File: config.mk
export PLATFORM = sky130hd
export DESIGN_NAME = mem_word_sequencer
export DESIGN_NICKNAME = d
export VERILOG_FILES = /design/src/rtl/mem_word_sequencer.sv
export SDC_FILE = /design/constraint.sdc
export NUM_CORES = 1
export LEC_CHECK = 0
export CORE_MARGIN = 5
export CORE_UTILIZATION = 40
export DETAILED_ROUTE_END_ITERATION = 12
export PLACE_DENSITY_LB_ADDON = 0.15
export SLEW_MARGIN = 30
export SYNTH_ARGS = -nofsm -noshare
export SYNTH_HDL_FRONTEND = slang
export SYNTH_SLANG_ARGS = --single-unit
File: constraint.sdc
create_clock -name clk -period 6.1 [get_ports clk]
set_clock_uncertainty 0.1 [all_clocks]
set_input_delay 1.22 -clock clk [delete_from_list [all_inputs] [get_ports clk]]
set_output_delay 1.22 -clock clk [all_outputs]
set_load 0.01 [all_outputs]
File: src/rtl/mem_word_sequencer.sv
`default_nettype none
// +--------------------------------------------------------------------------+
// | mem_word_sequencer: splits byte/half/word loads and stores into          |
// | little-endian byte accesses; optional MEM_SEQ_ALIGN_CHECK_EN. Rev 1.0    |
// +--------------------------------------------------------------------------+
module mem_word_sequencer #(
   parameter int DATA_WIDTH = 8,
   parameter int ADDR_WIDTH = 5,
   parameter int WORD_WIDTH = 32
) (
   input  logic                  clk,
   input  logic                  rst,
   input  logic                  req_valid,
   input  logic                  req_write,
   input  logic [1:0]            req_size,
   input  logic                  req_unsigned,
   input  logic [ADDR_WIDTH-1:0] req_addr,
   input  logic [WORD_WIDTH-1:0] req_wdata,
   output logic                  busy,
   output logic                  done,
   output logic                  err,
   output logic [WORD_WIDTH-1:0] rdata,
   output logic [ADDR_WIDTH-1:0] mem_addr,
   output logic                  mem_write,
   output logic [DATA_WIDTH-1:0] mem_wdata,
   input  logic [DATA_WIDTH-1:0] mem_rdata
);

   typedef enum logic [1:0] {
      S_IDLE   = 2'd0,
      S_ACCESS = 2'd1,
      S_DONE   = 2'd2
   } state_t;

   state_t                  state_q, state_d;
   logic [1:0]              cnt_q, cnt_d;
   logic                    write_q, write_d;
   logic [1:0]              size_q, size_d;
   logic                    uns_q, uns_d;
   logic [ADDR_WIDTH-1:0]   base_q, base_d;
   logic [WORD_WIDTH-1:0]   wdata_q, wdata_d;
   logic [WORD_WIDTH-1:0]   asm_q, asm_d;
   logic [WORD_WIDTH-1:0]   rdata_q, rdata_d;
   logic                    done_q, done_d;
   logic                    busy_q, busy_d;
   logic                    err_q, err_d;

   logic                    misalign;
   logic [1:0]              last_idx;
   logic                    last;
   logic [WORD_WIDTH-1:0]   asm_next;
   logic [WORD_WIDTH-1:0]   ext;

`ifdef MEM_SEQ_ALIGN_CHECK_EN
   assign misalign = ((req_size == 2'b01) && req_addr[0]) ||
                     (req_size[1] && (req_addr[1:0] != 2'b00));
`else
   assign misalign = 1'b0;
`endif

   // Size code 11 behaves exactly like a word.
   always_comb begin
      case (size_q)
         2'b00:   last_idx = 2'd0;
         2'b01:   last_idx = 2'd1;
         default: last_idx = 2'd3;
      endcase
   end

   assign last = (cnt_q == last_idx);

   // The final byte arrives on the same edge that publishes rdata, so merge it here.
   always_comb begin
      asm_next = asm_q;
      asm_next[cnt_q*DATA_WIDTH +: DATA_WIDTH] = mem_rdata;
   end

   always_comb begin
      case (size_q)
         2'b00:   ext = {{(WORD_WIDTH-DATA_WIDTH){~uns_q & asm_next[DATA_WIDTH-1]}},
                         asm_next[DATA_WIDTH-1:0]};
         2'b01:   ext = {{(WORD_WIDTH-2*DATA_WIDTH){~uns_q & asm_next[2*DATA_WIDTH-1]}},
                         asm_next[2*DATA_WIDTH-1:0]};
         default: ext = asm_next;
      endcase
   end

   always_comb begin
      state_d = state_q;
      cnt_d   = cnt_q;
      write_d = write_q;
      size_d  = size_q;
      uns_d   = uns_q;
      base_d  = base_q;
      wdata_d = wdata_q;
      asm_d   = asm_q;
      rdata_d = rdata_q;
      done_d  = 1'b0;
      err_d   = 1'b0;
      case (state_q)
         S_IDLE: begin
            if (req_valid) begin
               write_d = req_write;
               size_d  = req_size;
               uns_d   = req_unsigned;
               base_d  = req_addr;
               wdata_d = req_wdata;
               cnt_d   = 2'd0;
               if (misalign) begin
                  state_d = S_DONE;
                  done_d  = 1'b1;
                  err_d   = 1'b1;
                  if (!req_write) begin
                     rdata_d = '0;
                  end
               end else begin
                  state_d = S_ACCESS;
               end
            end
         end
         S_ACCESS: begin
            if (!write_q) begin
               asm_d = asm_next;
            end
            if (last) begin
               state_d = S_DONE;
               done_d  = 1'b1;
               if (!write_q) begin
                  rdata_d = ext;
               end
            end else begin
               cnt_d = cnt_q + 2'd1;
            end
         end
         S_DONE: begin
            state_d = S_IDLE;
         end
         default: begin
            state_d = S_IDLE;
         end
      endcase
      busy_d = (state_d != S_IDLE);
   end

   always_ff @(posedge clk or posedge rst) begin
      if (rst) begin
         state_q <= S_IDLE;
         cnt_q   <= 2'd0;
         write_q <= 1'b0;
         size_q  <= 2'b00;
         uns_q   <= 1'b0;
         base_q  <= '0;
         wdata_q <= '0;
         asm_q   <= '0;
         rdata_q <= '0;
         done_q  <= 1'b0;
         busy_q  <= 1'b0;
         err_q   <= 1'b0;
      end else begin
         state_q <= state_d;
         cnt_q   <= cnt_d;
         write_q <= write_d;
         size_q  <= size_d;
         uns_q   <= uns_d;
         base_q  <= base_d;
         wdata_q <= wdata_d;
         asm_q   <= asm_d;
         rdata_q <= rdata_d;
         done_q  <= done_d;
         busy_q  <= busy_d;
         err_q   <= err_d;
      end
   end

   // Memory strobes decode straight from state so an async reset kills a write at once.
   assign mem_write = (state_q == S_ACCESS) && write_q;
   assign mem_addr  = (state_q == S_ACCESS) ? (base_q + ADDR_WIDTH'(cnt_q)) : '0;
   assign mem_wdata = (state_q == S_ACCESS) ? wdata_q[cnt_q*DATA_WIDTH +: DATA_WIDTH] : '0;

   assign busy  = busy_q;
   assign done  = done_q;
   assign err   = err_q;
   assign rdata = rdata_q;

endmodule
`default_nettype wire
### Yosys cells after proc, flatten, opt, wreduce, memory -nomap -nowiden

Cells that the tools add are included.

* bits in registers: 111
* input port bits: 52
* output and inout bits: 49
* logic and storage cells: 48

* add/subtract/negate cells: 3
* eq/ne operators: 5
* shift-type cells: 3
* multiplexer cells: 13
* bitwise gates (word level): 4
* reduce and logical (&&, ||, !) cells: 9

Operators with widths (number)
* 32-bit one-hot mux with 2 select lines: 1
* 5-bit negation with 34-bit output: 1
* 8-bit by 34-bit variable shift with 32-bit output (first input constant): 1
* 8-bit by 34-bit indexed part select with 32-bit output: 1
* 32-bit bitwise mux: 1
* 32-bit by 6-bit indexed part select with 8-bit output: 1
* 2-bit one-hot mux with 2 select lines: 3
* 2-bit two-way mux: 4
* 8-bit two-way mux: 1
* 3-bit AND reduction: 2
* 5-bit by 2-bit adder with 5-bit output: 1
* 5-bit two-way mux: 1
* 2-bit by 1-bit == test with 1-bit output (second input constant): 2
* 2-bit logical NOT: 2
* 2-bit inequality test (second input constant): 2
* 2-bit AND reduction: 2
* 2-bit nonzero test: 2
* 2-bit by 1-bit adder with 2-bit output (second input constant): 1
* 1-bit AND: 2
* 2-bit == test: 1
* 1-bit two-way mux: 2
* 1-bit inverter: 2
* 1-bit logical AND: 1

### Longest topological paths before layout

* word-level depth: 6
* depth in mapped cells: 10
* gate-level depth less buffers: 6

### Worst setup path before layout

Ideal clock, no wire load.

* path kind: register to output
* from: register cnt_q[0]
* to: output port mem_wdata[0]
* arrival time: 1477 ps
* data required time: 4780 ps
* setup slack: 3303 ps
* stages on the path, launching flop included: 5
* path buffers: 2
* cells stage by stage: dfrtp_1 > buf_6 > buf_2 > mux4_2 > and2_1

* cells in the longest elaborated chain, start to end: 2

Ends and longest elaborated chain
* start, declared: RTL line 36 `logic [1:0] cnt_q, cnt_d;`
* start signal, assigned: RTL line 161 `cnt_q <= cnt_d;`
* 32-bit by 6-bit indexed part select with 8-bit output: RTL line 178 `assign mem_wdata = (state_q == S_ACCESS) ? wdata_q[cnt_q*DATA_WIDTH +: DATA_WIDTH] : '0;`
* 8-bit two-way mux: RTL line 178
* end, declared: RTL line 25 `output logic [DATA_WIDTH-1:0] mem_wdata,`

No other way between the ends.

### Worst setup path in the final report

* from: register cnt_q[0]
* to: output port mem_addr[4]

* cells in the longest elaborated chain, start to end: 2

Ends and longest elaborated chain
* 5-bit by 2-bit adder with 5-bit output: RTL line 177 `assign mem_addr = (state_q == S_ACCESS) ? (base_q + ADDR_WIDTH'(cnt_q)) : '0;`
* 5-bit two-way mux: RTL line 177
* end, declared: RTL line 23 `output logic [ADDR_WIDTH-1:0] mem_addr,`

No other way between the ends.

==> key figures <==
Outcome
  – Run status: finished clean

Synth
  – Most frequent cell after synthesis: dfrtp_1
  – Top post-synthesis cells by area: dfrtp_1, mux2_2, a22o_1
  – Top cells by count, synth: dfrtp_1, mux2_2, nor2_1
  – Ys async rst share: 1.00
  – Synth cell types: 47
  – Synth warn: 0
  – Cell accounting for the most synthesized area: dfrtp_1
  – Mean Syn Cell Area: 12.0 sq um
  – Cells after Synth: 430
  – Synth Net Count: 490
  – Predominant post-synthesis flop cell: dfrtp_1
  – Sequential fraction of the synthesis area: 0.536
  – #FFs+latches synth: 111
  – Mapped cell area: 0.00518 sq mm
  – Number of flops mapped to enable cells by yosys: 0
  – Top-area cell type share of the netlist area: 0.536

CTS
  – Root Driver: clkbuf_16
  – Cts bufs inserted: 9
  – Postcts setup bufs: 0
  – CTS resizes: 0
  – CTS tree: yes
  – Clock buffer depth: 2
  – Clk_lat worst skew: 0.34 ns
  – Hold Buf Count CTS: 0
  – H-tree Lvls: 3
  – Clock sinks: approximately 110
  – Reg clk slew, reported paths: 0.07 ns

Routing
  – Initial DRC count: 175
  – Via density: 5.21
  – # DRC: 0
  – TritonRoute pass-1 iters: 4
  – Antenna Nets Post-Route: 0
  – Wirelength per Cell: 17.1 um
  – Drt total wl: 11.9 mm
  – Vias: roughly 3600

Finish
  – Final cell count without fillers: just under 700
  – P&R area growth vs syn: 26.1%
  – ANT cells: 0
  – Share of cells above drive strength 1: 0.161
  – Nets: roughly 580
  – Filler cell count: 1161

Critical path
  – Worst Setup SP: cnt_q[0]
  – Arr. time, crit path: 2.47 ns
  – Crit Path Max Fanout: 21
  – Max incr delay on CP: 0.60 ns
  – Kind of critical path: reg -> out
  – CP max stage cell: dfrtp_2
  – Critical Path Start Type: flip-flop
  – Buffers & Inverters on Critical Path: 1
  – CP endpoint kind: output port
  – FF-to-FF Start: cnt_q[1]
  – Delay-heaviest family, CP: adder cells
  – FF-to-FF setup slack: around 3.2 ns
  – CP Data Required Time: 4.78 ns
  – Crit-path cells: ha_1, fa_1, nand3_1, xor2_1, nor2_1, clkdlybuf4s50_1

Global route
  – Met2 usage: 0.273
  – Met1 GRT Util: 0.223
  – Initial antenna violation count: 0
  – Layer with the highest usage: met2
  – Met3 global-route usage: 0.0422
  – First-pass GRT wire length: 19.9 mm
  – Tot GR Track Use: 0.168
  – Number of global-route vias before repair: between 3000 and 4000
  – Global route total overflow: 0
  – Largest net degree at the start of global routing: 69

STA
  – Max Clock Freq: 264 MHz
  – Final period util: 0.621
  – Final TNS setup: 0 ns
  – Slew margin rel.: 0.440
  – Tmin final: 3.79 ns
  – Tightest Pin Transition: 0.840 ns
  – Max-slew violation count: 0
  – RSZ-0062 raised after global routing: false
  – Final setup fails: 0
  – Final Hold Fails: 0
  – Final WS setup: around 2.3 ns

Floorplan
  – Core box area: 0.0127 sq mm
  – Die area: 0.0153 sq mm
  – Die height: 124 um
  – Starting Density: 0.409
  – Ports: ~100
  – Core Rows: a little over 40
  – Die span in x: 124 um

Placed design
  – GP Congestion: 0.749
  – Setup slack after placement: between 2 and 2.5 ns
  – Cells after DPL: 677
  – Port Buffer Count: 99
  – Detailed placement HPWL: 8.15 mm

Worst hold path
  – Tightest Hold Check Type: reg -> reg
  – Worst hold start: asm_q[7]

Pwr
  – Max VDD drop: approximately 0.29 mV
  – PD cells: 548 mW/mm^2
  – Static Leak: ~2.7 nW

Job
  – Number of max-cap violations: 0
[cell usage in the layout (no fill, tap or decap), types with 3 or more instances in the layout]
| cell type | instances |
|---|---|
| ha_1 | 7 |
| a21oi_2 | 9 |
| nand2_1 | 22 |
| nor2_1 | 41 |
| clkdlybuf4s50_1 | 99 |
| clkbuf_16 | 9 |
| a21oi_1 | 22 |
| inv_1 | 7 |
| clkbuf_1 | 5 |
| dfrtp_1 | 110 |
| a32o_1 | 3 |
| nand2b_1 | 8 |
| and2_1 | 12 |
| mux4_2 | 8 |
| o22a_1 | 8 |
| a32oi_1 | 11 |
| buf_4 | 3 |
| and3_1 | 10 |
| a22o_1 | 23 |
| mux2_2 | 41 |
| o21ai_0 | 16 |
| nor2b_1 | 16 |
[cell type report]
| type | instances | area [sq um] | area share |
|---|---|---|---|
| sequential | 111 | 2780 | 0.426 |
| multi-input combinational | 284 | 2220 | 0.340 |
| timing repair buffer | 102 | 1010 | 0.155 |
| clock buffer | 16 | 272 | 0.0416 |
| tap | 172 | 215 | 0.0330 |
| inverter | 8 | 32.5 | 0.00498 |
[report_power, final]
part / switching (mW) / internal, mW
registers: 0.268 / 1.10
logic: 0.739 / 0.922
clock network: 0.248 / 0.301
[path summary, 6_finish.rpt]
path	end	cells after the start
worst max-delay path	mem_addr[4]	6
worst min-delay path	asm_q[7]	2
worst min register to register	asm_q[7]	2
max in group asynchronous	cnt_q[0]	3
worst max register to register	rdata[16]	6
min in group asynchronous	rdata[22]	2
[worst register-to-register path: cells and delay by family, from the launching register on]
family	cells	cell delay, ns
AND/OR/NAND/NOR	1	0.54
AO/OA/AOI/OAI	3	0.77
buffers and inverters	1	0.19
flip-flops	1	0.83
adder cells (fa/ha/maj)	1	0.43
[flip-flops by register name, indices dropped and copies added (netlist names)]
register and count:
done 1, uns_q 1, rdata 32, size_q 2
write_q 1, base_q 5, wdata_q 32, state_q 2
cnt_q 2, busy 1, asm_q 32
[cell families (layout without fill, tap and decap cells)]
| logic type | after synthesis | after routing | share of synthesized area |
|---|---|---|---|
| xor+xnor | 3 | 3 | 0.00508 |
| compound gates | 101 | 101 | 0.148 |
| mux | 49 | 49 | 0.124 |
| fa+ha+maj | 8 | 8 | 0.0208 |
| buf+inv | 35 | 126 | 0.0367 |
| simple gates | 122 | 122 | 0.128 |
| other cells | 1 | 1 | 0.000724 |
| flops | 111 | 111 | 0.536 |
[per-stage QoR]
step / hold slack (ns) / total power, mW / instance area (sq um) / util
after global routing: 0.408 / 3.87 / 6530 / 0.515
after floorplan: 0.342 / 2.42 / 5180 / -
after global placement: 0.357 / 3.03 / 6250 / 0.494
after detailed placement: 0.369 / 3.07 / 6250 / 0.494
after CTS: 0.386 / 3.64 / 6530 / 0.515
final: 0.383 / 3.58 / 6530 / 0.515
[per-layer routing]
layer | vias to the layer above | part of all wire
met2 | 100 | 0.47
li1 | 1713 | -
met3 | 12 | 0.063
met4 | 0 | 0.014
met1 | 1785 | 0.45
met5 | - | 0
Note: power is estimated with default switching activity, not from simulation.
==> patch 1: new RTL, same flow settings <==
Register the inputs `req_valid`, `req_write`, `req_unsigned`, `req_wdata` and `mem_rdata` before use, without a reset. The logic sees them one clock later. The other inputs are not delayed to match.
--- a/src/rtl/mem_word_sequencer.sv
+++ b/src/rtl/mem_word_sequencer.sv
@@ -34,2 +34,16 @@
 
+   logic req_valid_q;
+   logic req_write_q;
+   logic req_unsigned_q;
+   logic [WORD_WIDTH-1:0] req_wdata_q;
+   logic [DATA_WIDTH-1:0] mem_rdata_q;
+
+   always_ff @(posedge clk) begin
+      req_valid_q    <= req_valid;
+      req_write_q    <= req_write;
+      req_unsigned_q <= req_unsigned;
+      req_wdata_q    <= req_wdata;
+      mem_rdata_q    <= mem_rdata;
+   end
+
    state_t                  state_q, state_d;
@@ -74,3 +88,3 @@
       asm_next = asm_q;
-      asm_next[cnt_q*DATA_WIDTH +: DATA_WIDTH] = mem_rdata;
+      asm_next[cnt_q*DATA_WIDTH +: DATA_WIDTH] = mem_rdata_q;
    end
@@ -101,8 +115,8 @@
          S_IDLE: begin
-            if (req_valid) begin
-               write_d = req_write;
+            if (req_valid_q) begin
+               write_d = req_write_q;
                size_d  = req_size;
-               uns_d   = req_unsigned;
+               uns_d   = req_unsigned_q;
                base_d  = req_addr;
-               wdata_d = req_wdata;
+               wdata_d = req_wdata_q;
                cnt_d   = 2'd0;
@@ -112,3 +126,3 @@
                   err_d   = 1'b1;
-                  if (!req_write) begin
+                  if (!req_write_q) begin
                      rdata_d = '0;
Check against the original RTL: not equivalent (a bounded check fails within 4 cycles, from zero or initial values and one cycle with rst high).
==> patch 1 against the unedited design <==
- cell area grew 19%
- area after synthesis grew 16%
- non-clock buffer count is 2 higher
- count of clock-buffer cells in the layout rose by 4
- sequential cell count grew 43
- worst setup slack worse by 0.19 ns
- wire length grew 9.5%
- first-iteration DRC count is 33% higher
- utilization grew 1.6 points
- total power rose by 24%
- sequential power increased by 19%
==> patch 1: results (changes against the unedited design) <==
Layout
  • Layout fillers: 1274 (was 1161)
  • Multi-input combinational area share: 27.9% (was 34.0%)
  • Clock Buffer Count: 20 (was 16)
  • Fraction of layout cells with a size suffix above 1: 17.1% (was 16.1%)

Synth
  • Post-synthesis mux area share: 12.1% (was 12.4%)
  • Unique cell type count in the Yosys netlist: 41 (was 47)
  • Synthesized-area fraction occupied by adder cells: 1.79% (was 2.08%)
  • XOR/XNOR share of the synthesized area: 0.582% (was 0.507%)
  • Seq/Total Area, Yosys: 60.5% (was 53.6%)
  • Top cells by area, synth: dfrtp_1 (46%), dfxtp_1 (14%), mux2_2 (7.7%) (was dfrtp_1 (54%), mux2_2 (8.9%), a22o_1 (3.9%))
  • Synth async-reset ratio: 72.1% (was 100%)

Worst setup path
  • FF-to-FF setup slack: 2.70 ns (was 3.17 ns)
  • Arr. time, crit path: 2.66 ns (was 2.47 ns)
  • Slowest cell on the critical path: dfrtp_1 (was dfrtp_2)
  • Delay of the slowest critical-path stage: 0.51 ns (was 0.60 ns)
  • Crit path max-delay family: buffers and inverters (was adder cells)

Hold path
  • Hold_sp: req_wdata_q[20] (was asm_q[7])

Run status
  • Outcome: finished clean (unchanged)

Global route
  • Vias in the first global route: 4183 (was 3816)
  • Gr usage total: 15.5% (was 16.8%)
  • Met1 GRT Util: 20.3% (was 22.3%)

Drt
  • Met1 wire length: 5.94 mm (was 5.33 mm)
  • DRT Pass-1 Iters: 5 (was 4)
  • Vias per cell: 5.17 (was 5.21)
  • Avg WL per Cell: 17.3 um (was 17.1 um)
  • Met2 wire length: 6.28 mm (was 5.63 mm)

Placement
  • DP Cell Count: 718 (was 677)

Clocking
  • Clock latency on the worst-skew pair: 0.42 ns (was 0.34 ns)
  • TritonCTS buffer count: 17 (was 9)
  • Max H-tree Level: 4 (was 3)
==> patch 1: cell types whose count changed after synthesis, moves of 7 or more <==
cell / unedited run / this run
nor2_1: 41 / 26
a21oi_2: 9 / 0
nand2b_1: 8 / 1
a21oi_1: 22 / 11
buf_2: 12 / 4
dfxtp_1: 0 / 43
o22a_1: 8 / 24
clkbuf_1: 8 / 19
inv_1: 8 / 17
a32oi_1: 11 / 23
==> patch 1: metrics by stage <==
step	setup WS (ns)	utilization [%]	power, uW	cell area, sq um
6_report	2.12	53.1	4440	7780
3_5_place_dp	2.51	48.7	3340	7130
3_3_place_gp	2.48	48.7	3300	7130
5_1_grt	1.95	53.1	4730	7780
2_1_floorplan	1.85	-	2700	6010
4_1_cts	2.06	53.1	4500	7780
==> patch 1: power groups by stage <==
stage | logic (uW) | registers, uW | clock network, uW
floorplan | 1090 | 1610 | 0
global placement | 1670 | 1630 | 0
detailed placement | 1690 | 1650 | 0
CTS | 1710 | 1630 | 1150
global route | 1840 | 1680 | 1200
finish | 1680 | 1630 | 1130
==> patch 2: new RTL, config.mk and constraints unchanged <==
Without the edit above. Set the parameter `DATA_WIDTH` to 12 (it was 8).
--- a/src/rtl/mem_word_sequencer.sv
+++ b/src/rtl/mem_word_sequencer.sv
@@ -6,3 +6,3 @@
 module mem_word_sequencer #(
-   parameter int DATA_WIDTH = 8,
+   parameter int DATA_WIDTH = 12,
    parameter int ADDR_WIDTH = 5,
Ports: changed (resized mem_rdata and mem_wdata); port bits go from 101 to 109. The function was not compared with the original's and may differ.
==> patch 2 against the unedited design <==
- total power increased by 4.3%
- non-clock buffer count rose by 11
- highest routed layer unchanged
- area after synthesis grew 1.7%
- wire length up 9.4%
- worst setup slack got worse by 0.55 ns
- cell area grew 4.2%
- final cell count up 10%
- clock power up 18%
- sequential cell count unchanged
- sequential power is 4% lower
==> patch 2: results (changes against the unedited design) <==
Run status
  • Outcome: finished clean (unchanged)

Synth
  • Post-synth EDFFs: 0 (unchanged)
  • Synth Area per Inst: 10.7 sq um (was 12.0 sq um)
  • Syn Nets: 555 (was 490)
  • Seq/Total Area, Yosys: 52.7% (was 53.6%)
  • Unique cell type count in the Yosys netlist: 43 (was 47)
  • Commonest cells post-synth: dfrtp_1 (111), nor2_1 (62), nand2_1 (41) (was dfrtp_1 (111), mux2_2 (41), nor2_1 (41))
  • Top cells by area, synth: dfrtp_1 (53%), mux2_2 (8.6%), nor2_1 (4.4%) (was dfrtp_1 (54%), mux2_2 (8.9%), a22o_1 (3.9%))

Power and ir drop
  • Leak pwr: 0.00281 uW (was 0.00270 uW)
  • VDD IR max: 0.000250 V (was 0.000288 V)
  • Switch share: 37.4% (was 35.1%)

Worst setup path
  • Arr. time, crit path: 3.02 ns (was 2.47 ns)
  • RR Startpoint: cnt_q[0] (was cnt_q[1])
  • Reg2Reg Capture Point: rdata[21] (was rdata[16])
  • FF-to-FF setup slack: 2.21 ns (was 3.17 ns)
  • Max FO, Critical Path: 26 (was 21)

Drt
  • DR vias: 3977 (was 3610)
  • Routed Wire Length: 13.0 mm (was 11.9 mm)
  • DR WL met3: 830 um (was 745 um)
  • Met2 wire length: 6.11 mm (was 5.63 mm)
  • Met1 wire length: 5.84 mm (was 5.33 mm)
  • DRT iter0 DRCs: 235 (was 175)
  • Avg WL per Cell: 17.0 um (was 17.1 um)

Global route
  • First-pass GRT wire length: 21.3 mm (was 19.9 mm)
  • Initial antenna violation count: 0 (unchanged)
  • Met2 GRT Util: 26.9% (was 27.3%)
  • Gr usage total: 17.1% (was 16.8%)
  • Met3 global-route usage: 6.39% (was 4.22%)
  • Met1 GRT Util: 22.2% (was 22.3%)
  • Largest net degree at the start of global routing: 78 (was 69)

Hold path
  • Worst hold stages: 2 (unchanged)
  • WHS Endpoint: asm_q[17] (was asm_q[7])
  • Hold_sp: asm_q[17] (was asm_q[7])

STA
  • Hold Slack: 0.382 ns (was 0.383 ns)
  • Slew headroom: 45.8% (was 44.0%)

Placement
  • GP Congestion: 0.831 (was 0.749)
  • DP Cell Count: 748 (was 677)
  • Post-DP HPWL: 9.27 mm (was 8.15 mm)
  • IO buf count: 107 (was 99)
  • Placed Area: 0.00647 sq mm (was 0.00625 sq mm)

Layout
  • Nets: 647 (was 576)
  • Layout fillers: 1198 (was 1161)
  • Fraction of layout cells with a size suffix above 1: 12.1% (was 16.1%)

Clocking
  • Clock latency on the worst-skew pair: 0.36 ns (was 0.34 ns)
patch 2: cell count changes in the layout (fill, tap and decap cells not counted), sizes merged, moves of 13 or more:
cell,delta
nand2,+19
mux2i,+23
a22oi,+14
nor2,+21
o21ai,+13
nor2b,-13
patch 2: power by group through the flow:
stage / Clock [uW] / Sequential, uW / Combinational [uW]
after floorplan: 0 / 1290 / 1130
after global placement: 0 / 1310 / 1760
after detailed placement: 0 / 1330 / 1790
after CTS: 664 / 1320 / 1800
after global routing: 697 / 1360 / 1960
final: 646 / 1310 / 1780
patch 2: per-stage QoR:
| stage | power [uW] | utilization [%] | worst slack [ns] |
|---|---|---|---|
| after floorplan | 2420 | - | 1.85 |
| after global placement | 3070 | 49.4 | 1.98 |
| after detailed placement | 3120 | 49.4 | 2.16 |
| after CTS | 3780 | 52.0 | 1.74 |
| after global routing | 4020 | 52.0 | 1.55 |
| final | 3740 | 52.0 | 1.76 |
patch 2: worst max-delay path: stages, from the launching register on:
cell             delay [ns]
dfrtp_1                0.88
inv_1                  0.32
nor2_1                 0.62
a21oi_1                0.17
nor2_1                 0.11
clkdlybuf4s50_1        0.56
patch 2: cells by family (layout without fill, tap and decap cells):
group	count (synthesis)	in the layout	share of synthesized area [%]
mux	63	63	12.9
xor+xnor	4	4	0.665
buf+inv	43	140	3.63
flops	111	111	52.7
compound gates	120	120	15.6
simple gates	141	141	12.3
other cells	1	1	0.0712
fa+ha+maj	8	8	2.04
patch 2: final cells by class:
| class | instances | area share (%) |
|---|---|---|
| flip-flops and latches | 111 | 40.8 |
| multi-input cells | 337 | 34.0 |
| repair buffers | 113 | 16.4 |
| clock buffers | 10 | 3.51 |
| well taps | 176 | 3.24 |
| clock inverters | 6 | 1.36 |
| inverters | 11 | 0.680 |
